## config.mk

```make
export PLATFORM = sky130hd
export DESIGN_NAME = serial_adder
export DESIGN_NICKNAME = d
export VERILOG_FILES = /design/src/rtl/adder_pkg.sv /design/src/rtl/full_adder.sv /design/src/rtl/half_adder.sv /design/src/rtl/serial_adder.sv
export SDC_FILE = /design/constraint.sdc
export NUM_CORES = 1
export LEC_CHECK = 0
export ABC_AREA = 1
export CAP_MARGIN = 20
export CORE_MARGIN = 2
export CORE_UTILIZATION = 45
export DETAILED_ROUTE_END_ITERATION = 10
export HOLD_SLACK_MARGIN = 0.1
export PLACE_DENSITY_LB_ADDON = 0.2
export REMOVE_ABC_BUFFERS = 1
export SLEW_MARGIN = 20
export SYNTH_ARGS = -nofsm -noshare
export SYNTH_HDL_FRONTEND = slang
export SYNTH_SLANG_ARGS = --single-unit
```

## constraint.sdc

```tcl
create_clock -name clk -period 1.7 [get_ports clk]
set_clock_uncertainty 0.15 [all_clocks]
set_input_delay 0.34 -clock clk [delete_from_list [all_inputs] [get_ports clk]]
set_output_delay 0.34 -clock clk [all_outputs]
set_load 0.02 [all_outputs]
```

## src/rtl/adder_pkg.sv

```systemverilog
// -----------------------------------------------------------------------------
// adder_pkg
// Shared definitions for the bit-serial adder family.
//   sadd_state_t    : serial_adder control states (IDLE / SHIFT / DONE)
//   sadd_cnt_width  : bit-counter width for a given operand width
// -----------------------------------------------------------------------------
package adder_pkg;

    typedef enum logic [1:0] {
        IDLE  = 2'd0,
        SHIFT = 2'd1,
        DONE  = 2'd2
    } sadd_state_t;

    // clog2(width)+1 keeps the counter at least one bit wide, so a 1-bit
    // adder still has a (trivially zero) counter to compare against.
    function automatic int sadd_cnt_width(input int width);
        return $clog2(width) + 1;
    endfunction

endpackage

```

## src/rtl/full_adder.sv

```systemverilog
// -----------------------------------------------------------------------------
// full_adder
// One-bit full adder built from two half-adder cells and an OR for the carry.
// Ports:
//   i_a, i_b : operand bits
//   i_c      : carry in
//   o_s      : sum bit
//   o_c      : carry out
// -----------------------------------------------------------------------------
module full_adder (
    input  logic i_a,
    input  logic i_b,
    input  logic i_c,
    output logic o_s,
    output logic o_c
);

    logic w_s0;
    logic w_c0;
    logic w_c1;

    half_adder u_ha0 (
        .i_a (i_a),
        .i_b (i_b),
        .o_s (w_s0),
        .o_c (w_c0)
    );

    half_adder u_ha1 (
        .i_a (w_s0),
        .i_b (i_c),
        .o_s (o_s),
        .o_c (w_c1)
    );

    // The two half-adder carries can never both be set, so OR is exact.
    assign o_c = w_c0 | w_c1;

endmodule

```

## src/rtl/half_adder.sv

```systemverilog
// -----------------------------------------------------------------------------
// half_adder
// Combinational half-adder cell, the arithmetic primitive of the serial adder.
// Ports:
//   i_a, i_b : input bits
//   o_s      : sum bit   (i_a ^ i_b)
//   o_c      : carry bit (i_a & i_b)
// -----------------------------------------------------------------------------
module half_adder (
    input  logic i_a,
    input  logic i_b,
    output logic o_s,
    output logic o_c
);

    assign o_s = i_a ^ i_b;
    assign o_c = i_a & i_b;

endmodule

```

## src/rtl/serial_adder.sv

```systemverilog
// -----------------------------------------------------------------------------
// serial_adder
// Bit-serial WIDTH-bit adder: sum = a + b + cin, one bit per clock, LSB first,
// with a single registered carry. Start/done handshake.
// Parameters:
//   WIDTH : operand / result width, 1..32
// Ports:
//   clk    : clock, rising edge
//   rst_n  : asynchronous active-low reset
//   start  : request, sampled only in IDLE
//   a, b   : operands, captured on the accepting edge
//   cin    : carry-in, captured on the accepting edge
//   busy   : high while bits are being processed
//   done   : one-cycle pulse when sum/cout are valid
//   sum    : registered result, held until the next completion
//   cout   : registered carry-out, held with sum
// -----------------------------------------------------------------------------
module serial_adder
    import adder_pkg::*;
#(
    parameter int WIDTH = 8
) (
    input  logic             clk,
    input  logic             rst_n,
    input  logic             start,
    input  logic [WIDTH-1:0] a,
    input  logic [WIDTH-1:0] b,
    input  logic             cin,
    output logic             busy,
    output logic             done,
    output logic [WIDTH-1:0] sum,
    output logic             cout
);

    localparam int CNT_W = sadd_cnt_width(WIDTH);

    sadd_state_t      r_state;
    sadd_state_t      w_state_nxt;

    logic [WIDTH-1:0] r_a_sr;
    logic [WIDTH-1:0] r_b_sr;
    logic [WIDTH-1:0] r_acc_sr;
    logic             r_carry;
    logic [CNT_W-1:0] r_cnt;
    logic [WIDTH-1:0] r_sum;
    logic             r_cout;

    logic             w_s;
    logic             w_co;
    logic             w_last;
    logic [WIDTH-1:0] w_acc_nxt;

    full_adder u_fa (
        .i_a (r_a_sr[0]),
        .i_b (r_b_sr[0]),
        .i_c (r_carry),
        .o_s (w_s),
        .o_c (w_co)
    );

    // New sum bit enters at the MSB; after WIDTH shifts bit 0 sits at the LSB.
    // A 1-bit accumulator has no upper part to keep.
    generate
        if (WIDTH == 1) begin : g_acc_w1
            assign w_acc_nxt = w_s;
        end else begin : g_acc_wn
            assign w_acc_nxt = {w_s, r_acc_sr[WIDTH-1:1]};
        end
    endgenerate

    assign w_last = (r_cnt == CNT_W'(WIDTH - 1));

    // ---------------- control: state register ----------------
    always_ff @(posedge clk or negedge rst_n) begin
        if (!rst_n) begin
            r_state <= IDLE;
        end else begin
            r_state <= w_state_nxt;
        end
    end

    always_comb begin
        w_state_nxt = r_state;
        case (r_state)
            IDLE:    if (start) w_state_nxt = SHIFT;
            SHIFT:   if (w_last) w_state_nxt = DONE;
            DONE:    w_state_nxt = IDLE;
            default: w_state_nxt = IDLE;
        endcase
    end

    // ---------------- datapath: shift registers, carry, result ----------------
    always_ff @(posedge clk or negedge rst_n) begin
        if (!rst_n) begin
            r_a_sr   <= '0;
            r_b_sr   <= '0;
            r_acc_sr <= '0;
            r_carry  <= 1'b0;
            r_cnt    <= '0;
            r_sum    <= '0;
            r_cout   <= 1'b0;
        end else begin
            case (r_state)
                IDLE: begin
                    if (start) begin
                        r_a_sr  <= a;
                        r_b_sr  <= b;
                        r_carry <= cin;
                        r_cnt   <= '0;
                    end
                end
                SHIFT: begin
                    r_acc_sr <= w_acc_nxt;
                    r_a_sr   <= r_a_sr >> 1;
                    r_b_sr   <= r_b_sr >> 1;
                    r_carry  <= w_co;
                    r_cnt    <= r_cnt + CNT_W'(1);
                    if (w_last) begin
                        r_sum  <= w_acc_nxt;
                        r_cout <= w_co;
                    end
                end
                default: begin
                end
            endcase
        end
    end

    // busy/done decode straight from state, so reset clears them immediately
    // and they can never be high together.
    assign busy = (r_state == SHIFT);
    assign done = (r_state == DONE);
    assign sum  = r_sum;
    assign cout = r_cout;

endmodule
```

==> summary.md, run 1 <==
| Metric | Value |
|---|---|
| RSZ-0062 raised after global routing | `false` |
| Seq pwr share | `44.9%` |
| Final Max Slew Viols | `0` |
| Status | `complete, no violations` |
| Clock latency at the later pin of the worst-skew pair | `290 ps` |
| Antenna Cells | `0` |
| FF-to-FF Start | `r_state[1]` |
| Max clock buf depth | `2` |
| Drt drc | `0` |
| Final WL | `3190 µm` |
| Hold path start | `sum[1]` |
| Sw Ratio | `39.0%` |
| Synth-to-layout area growth | `25.2%` |
| Synth top area share | `57.6%` |
| Core Area | `3630 µm²` |
| Commonest cells after routing, fill and taps aside | `nand2_1 (67), nand3_1 (47), dfrtp_1 (39), clkdlybuf4s50_1 (18), dlygate4sd2_1 (9)` |
| Post-route cell area | `2120 µm²` |
| Register area | `976 µm²` |
| Setup TNS | `0 ps` |
| Switching pwr | `1.37 mW` |
| Seq/Total Area, Yosys | `57.6%` |
| Fillers | `351` |
| Least-Margin Pin Slew | `484 ps` |
| I/O Pins | `31` |
| CTS tree | `built` |
| Leading cell type in the layout, fill and taps excluded | `nand2_1` |
| Synth cell types | `18` |
| Vias in the first global route | `1327` |
| Critical path peak fanout | `3` |
| Mean routed wirelength per cell | `11.7 µm` |
| Rel. slew slack | `67.8%` |
| Yosys reg bits | `39` |
| Post-Syn Area per Cell | `8.97 µm²` |
| Min cycle time layout | `1640 ps` |
| Total number of vias | `1401` |
| Layout cells sized above 1 | `9.38%` |
| H-tree depth | `2` |
| Largest cells by area after synthesis | `dfrtp_1 (58%), nand2_1 (15%), nand3_1 (14%)` |
| First-pass GRT wire length | `5710 µm` |
| Area of the multi-input gates | `617 µm²` |
| Post-synth top area cell | `dfrtp_1` |
| Initial Util | `46.7%` |
| Die area | `4270 µm²` |
| Dpl hpwl | `2080 µm` |
| Max VDD drop | `0.871 mV` |
| Final WS setup | `55.6 ps` |
| Worst slack, placed | `62.0 ps` |
| Max Cap Viol | `0` |
| Power per cell area | `1650 nW/µm²` |
| Reg clk slew, reported paths | `70 ps` |
| Post-DRT Antenna Nets | `0` |
| Tcrit/Tclk final | `96.7%` |
| Final setup violating endpoints | `0` |
| Worst setup SP type | `flip-flop` |
| Chip width | `65.4 µm` |
| Total grt overflow | `0` |
| Initial antenna violation count | `0` |
| Initial DRT Pass Iterations | `4` |
| Via/cell ratio | `5.15` |
| Internal Power | `2.14 mW` |
| DP Area | `2050 µm²` |
| Cell count after synthesis | `189` |
| Clock network fraction of total power | `16.9%` |
| Syn. warnings | `0` |
| Final Hold Viols | `0` |
| Die height | `65.4 µm` |
| GRT Overall Usage | `17.5%` |
| Post-Syn Area | `1700 µm²` |
| Largest net degree at the start of global routing | `40` |
| Peak Freq | `608 MHz` |
| Count of nets after finishing | `245` |
| CP Capture Type | `output pin` |
| Leak | `1.05 nW` |
| CTS Buf Count | `5` |
| # port buffers | `30` |
| Combinational Power Share | `38.2%` |
| HP Class | `flip-flop to flip-flop` |
| Routability Congestion | `0.718` |
| Critical Path Source | `r_state[1]` |
| WP data arrival | `1150 ps` |
| Setup CP Type | `flip-flop to output pin` |
| Worst EP required | `1210 ps` |
| CTS sink cnt | `39` |
| 1st-iter DRT viols | `93` |
| FP Rows | `22` |
| Root buf cell | `clkbuf_8` |
[registers in the layout (all words and copies together) (netlist names)]
name	count
sum	8
r_cnt	4
r_a_sr	8
r_acc_sr	7
r_state	2
r_carry	1
cout	1
r_b_sr	8
[power by group through the flow]
| stage | sequential [mW] | combinational, mW | clock, mW |
|---|---|---|---|
| global placement | 1.57 | 1.40 | 0 |
| global route | 1.63 | 1.53 | 0.673 |
| finish | 1.57 | 1.34 | 0.593 |
| detailed placement | 1.59 | 1.44 | 0 |
| CTS | 1.57 | 1.36 | 0.611 |
| floorplan | 1.67 | 0.745 | 0 |
[worst max-delay path, stage by stage (launching register included)]
cell,delay (ps)
dfrtp_1,370
inv_2,80
nand2_2,70
inv_4,50
clkdlybuf4s15_1,290
[layout make-up]
class	count	area share, %
clock inverters	1	0.236
repair buffers	37	16.9
inverters	7	1.36
flip-flops and latches	39	46.0
multi-input cells	133	29.1
clock buffers	7	3.60
well taps	48	2.83
[timing repair]
item | CTS | global route
hold buffers | 1 | 0
hold endpoints to repair | 39 | 0
gates resized for setup | 11 | 3
setup buffers | 0 | 0
endpoints found under the setup margin | 11 | 2
[layer usage]
layer  global-route usage, %  routed length, µm  up-vias
met4                    6.77                 44        0
met2                    28.8               1490       45
met1                    21.1               1450      671
met3                    6.34                209        5
met5                       0                  0        -
li1                        -                  -      680
[stage by stage]
stage	power, mW	hold slack [ps]	std cells	util (%)
2_1_floorplan	2.42	-106	179	-
3_5_place_dp	3.03	274	263	56.3
4_1_cts	3.55	321	272	58.5
5_1_grt	3.84	332	272	58.4
6_report	3.50	314	272	58.4
3_3_place_gp	2.97	270	263	56.3
[synthesized netlist by cell type, drive strengths merged]
library cell	count
buf	10
fa	1
ha	1
nand2	70
nor2	4
o21bai	1
o21ai	8
nand4	1
inv	7
dfrtp	39
nand3	47
[path summary, 6_finish.rpt]
check | slack (ps) | end | cells past startpoint
worst max-delay path | 60 | busy | 4
worst max register to register | 200 | sum[2] | 7
worst min-delay path | 310 | sum[1] | 2
min in group asynchronous | 480 | sum[3] | 3
worst min register to register | 310 | sum[1] | 2
max in group asynchronous | 580 | r_a_sr[7] | 3
[cells by family after synthesis]
logic type	synth area share, %
DFF	57.6
AOI/OAI and AO/OA	2.80
and+or+nand+nor	31.7
adders and majority gates	1.92
buffers and inverters	6.05
(Power assumes the default switching activity.)
==> run 2, diff against run 1 <==
--- a/config.mk
+++ b/config.mk
@@ -13,7 +13,7 @@
 export HOLD_SLACK_MARGIN = 0.1
 export PLACE_DENSITY_LB_ADDON = 0.2
 export REMOVE_ABC_BUFFERS = 1
-export SLEW_MARGIN = 20
+export SLEW_MARGIN = 0
 export SYNTH_ARGS = -nofsm -noshare
 export SYNTH_HDL_FRONTEND = slang
 export SYNTH_SLANG_ARGS = --single-unit
==> results of run 2 <==
Final layout, timing and power as in run 1 (identical DEF).
==> run 3, diff against run 2 <==
--- a/config.mk
+++ b/config.mk
@@ -16,4 +16,5 @@
 export SLEW_MARGIN = 0
 export SYNTH_ARGS = -nofsm -noshare
 export SYNTH_HDL_FRONTEND = slang
+export SYNTH_HIERARCHICAL = 1
 export SYNTH_SLANG_ARGS = --single-unit
==> run 3 against run 2 <==
  * Fmax is 0.24% higher
  * Clock-buffer cell count is 1 lower
  * Global-route usage is 0.30 points lower
  * First-iteration DRC count is 37% lower
  * Critical path depth stayed put
  * Register-to-register slack better by 60 ps
  * Combinational power hardly changed
  * Power is 5.3% higher
  * Critical path type unchanged
  * Highest routed layer unchanged
==> summary.md, run 3 <==
| Metric | Value |
|---|---|
| Synth Area in Compound Gates | `2.81% (+0.0062 points)` |
| Clock latency at the later pin of the worst-skew pair | `290 ps (about the same)` |
| Post-synth top area cell | `dfrtp_1` |
| Min cycle time layout | `1640 ps (-3.94 ps)` |
| First-pass GRT wire length | `5620 µm (-1.6%)` |
| Least-Margin Pin Slew | `481 ps (-2.65 ps)` |
| Yosys reg bits | `39 (unchanged)` |
| Largest cells by area after synthesis | `dfrtp_1 (58%), nand2_1 (17%), nand3_1 (12%)` |
| Mux contribution to synthesized area | `0% (unchanged)` |
| Final Hold Viols | `0 (unchanged)` |
| Synth cell count leaders | `nand2_1 (77), dfrtp_1 (39), nand3_1 (39)` |
| CTS Buf Count | `5 (unchanged)` |
| Vias in the first global route | `1297 (-2.3%)` |
| H-tree depth | `2 (unchanged)` |
| HP Class | `flip-flop to flip-flop` |
| # port buffers | `30 (unchanged)` |
| M3 GR Usage | `5.14% (-1.2 points)` |
| Routing layer with the top usage in global route | `met2` |
| Setup CP Type | `flip-flop to output pin` |
| Leading cell type in the layout, fill and taps excluded | `nand2_1` |
| Synth top area share | `57.7% (+0.13 points)` |
| CTS tree | `built` |
| Die area | `4270 µm² (-0.21%)` |
| Count of nets after finishing | `250 (+2.0%)` |
| Synth Area in Simple Gates | `32.1% (+0.44 points)` |
| Dpl hpwl | `2060 µm (-1.1%)` |
| Final Max Slew Viols | `0 (unchanged)` |
| Synth async-reset ratio | `100% (unchanged)` |
| Final WL | `3190 µm (-0.13%)` |
| Die height | `65.3 µm (-0.11%)` |
| CP Capture Type | `output pin` |
| Worst EP required | `1210 ps (about the same)` |
| Final setup violating endpoints | `0 (unchanged)` |
| Reg clk slew, reported paths | `70 ps (about the same)` |
| Mean routed wirelength per cell | `11.5 µm (-1.6%)` |
| Post-placement cell count | `267 (+1.5%)` |
| Post-Syn Area | `1690 µm² (-0.22%)` |
| Fillers | `352 (+0.28%)` |
| Root buf cell | `clkbuf_8` |
| Max clock buf depth | `2 (unchanged)` |
| Commonest cells after routing, fill and taps aside | `nand2_1 (77), nand3_1 (39), dfrtp_1 (39), clkdlybuf4s50_1 (18), dlygate4sd2_1 (10)` |
| Post-synth EDFFs | `0 (unchanged)` |
| Seq/Total Area, Yosys | `57.7% (+0.13 points)` |
| Max VDD drop | `0.949 mV (+8.9%)` |
| GR Util met1 | `21.8% (+0.76 points)` |
| Max Cap Viol | `0 (unchanged)` |
| Chip width | `65.3 µm (-0.11%)` |
| Total number of vias | `1329 (-5.1%)` |
| Status | `complete, no violations` |
| Antenna Cells | `0 (unchanged)` |
| Synth Area in Adders | `2.22% (+0.30 points)` |
| Routability Congestion | `0.763 (+6.3%)` |
| RSZ-0062 raised after global routing | `false` |
| Initial Util | `46.6% (-0.10 points)` |
| Postcts setup bufs | `0 (unchanged)` |
| Largest net degree at the start of global routing | `40 (unchanged)` |
| Xor and xnor area share after synthesis | `0% (unchanged)` |
| Largest family of logic cells by synthesized area | `simple AND/OR/NAND/NOR gates` |
| Layout cells sized above 1 | `9.21% (-0.16 points)` |
| Power per cell area | `1720 nW/µm² (+4.2%)` |
| WP data arrival | `1150 ps (about the same)` |
| Drt drc | `0 (unchanged)` |
| Most common cell in the netlist | `nand2_1` |
| 1st-iter DRT viols | `59 (-37%)` |
| Initial DRT Pass Iterations | `4 (unchanged)` |
| Leak | `1.07 nW (+1.9%)` |
| Tcrit/Tclk final | `96.5% (-0.23 points)` |
| Core Area | `3630 µm² (unchanged)` |
| Worst setup SP type | `flip-flop` |
| Initial antenna violation count | `0 (unchanged)` |
| Rel. slew slack | `67.9% (+0.18 points)` |
| Via/cell ratio | `4.82 (-6.5%)` |
| Synth-to-layout area growth | `26.8%` |
| Synth cell types | `16 (-2)` |
| FP Rows | `22 (unchanged)` |
| Primary FF master, synth | `dfrtp_1` |
| Cell count after synthesis | `192 (+1.6%)` |
| Syn. warnings | `6 (+6)` |
| CTS sink cnt | `39 (unchanged)` |
| Finished Layout Cells | `276 (+1.5%)` |
| I/O Pins | `31 (unchanged)` |
| Final Power | `3.69 mW (+5.3%)` |
| Setup TNS | `0 ps (unchanged)` |
| Total grt overflow | `0 (unchanged)` |
| Util after Layout | `59.0% (+0.62 points)` |
| Peak Freq | `610 MHz (+0.24%)` |
| Critical path peak fanout | `3 (unchanged)` |
| GRT Overall Usage | `17.3% (-0.30 points)` |
| Post-DRT Antenna Nets | `0 (unchanged)` |
| Met2 global-route usage | `28.1% (-0.77 points)` |
| Post-Syn Area per Cell | `8.81 µm² (-1.8%)` |
run 3: changes by cell type after synthesis, sizes merged:
| cell | delta |
|---|---|
| ha | +2 |
| fa | -1 |
| buf | -2 |
| nand3 | -8 |
| inv | +1 |
| nor2 | +1 |
| nand2 | +10 |
run 3: path summary, 6_finish.rpt:
path / slack, ps / end / depth (start not counted) / start
max in group asynchronous: 590 / r_acc_sr[3] / 3 / rst_n
worst min-delay path: 320 / sum[2] / 2 / r_acc_sr[3]
min in group asynchronous: 480 / sum[2] / 3 / rst_n
worst max register to register: 260 / sum[0] / 6 / r_cnt[0]
worst min register to register: 320 / sum[2] / 2 / r_acc_sr[3]
worst max-delay path: 60 / busy / 4 / r_state[1]
run 3: layout make-up:
class,count,area [µm²],area share [%]
flip-flops and latches,39,976,45.5
multi-input cells,137,628,29.3
repair buffers,36,330,15.4
clock buffers,6,82.6,3.85
well taps,48,60.1,2.80
clock inverters,2,35.0,1.63
inverters,8,32.5,1.52
run 3: kinds of logic (layout without fill, tap and decap cells):
group / count (synthesis) / count (layout)
flip-flops: 39 / 39
AO/OA/AOI/OAI: 9 / 9
buffers and inverters: 16 / 52
adder cells (fa/ha/maj): 3 / 3
AND/OR/NAND/NOR: 125 / 125
run 3: power by group:
part / switching, mW / internal, mW / total [mW]
Clock: 0.321 / 0.475 / 0.796
Combinational: 0.822 / 0.514 / 1.34
Sequential: 0.236 / 1.32 / 1.56
run 3: metrics by stage:
stage,worst slack (ps),hold WS [ps],instance area (µm²)
final,59.5,321,2140
after detailed placement,70.2,271,2030
after global routing,7.13,345,2140
after floorplan,175,-106,1640
after global placement,71.6,269,2030
after CTS,16.8,324,2140
run 3: routing by layer:
metal | vias to the layer above | wire length, µm | part of all wire [%]
met5 | - | 0 | 0
met4 | 0 | 47 | 1.5
met3 | 5 | 158 | 5.0
met2 | 29 | 1440 | 45
met1 | 610 | 1540 | 48
li1 | 685 | - | -
run 3: repair_timing:
action,4_1_cts,5_1_grt
pin swaps,0,0
endpoints found under the setup margin,11,1
hold buffers,1,0
hold endpoints to repair,39,0
resized for setup,11,1
run 3: critical path, cell delays in order (launching register included):
cell and delay (ps):
dfrtp_1 380, inv_2 80, nand2_2 70, inv_4 50, clkdlybuf4s15_1 280
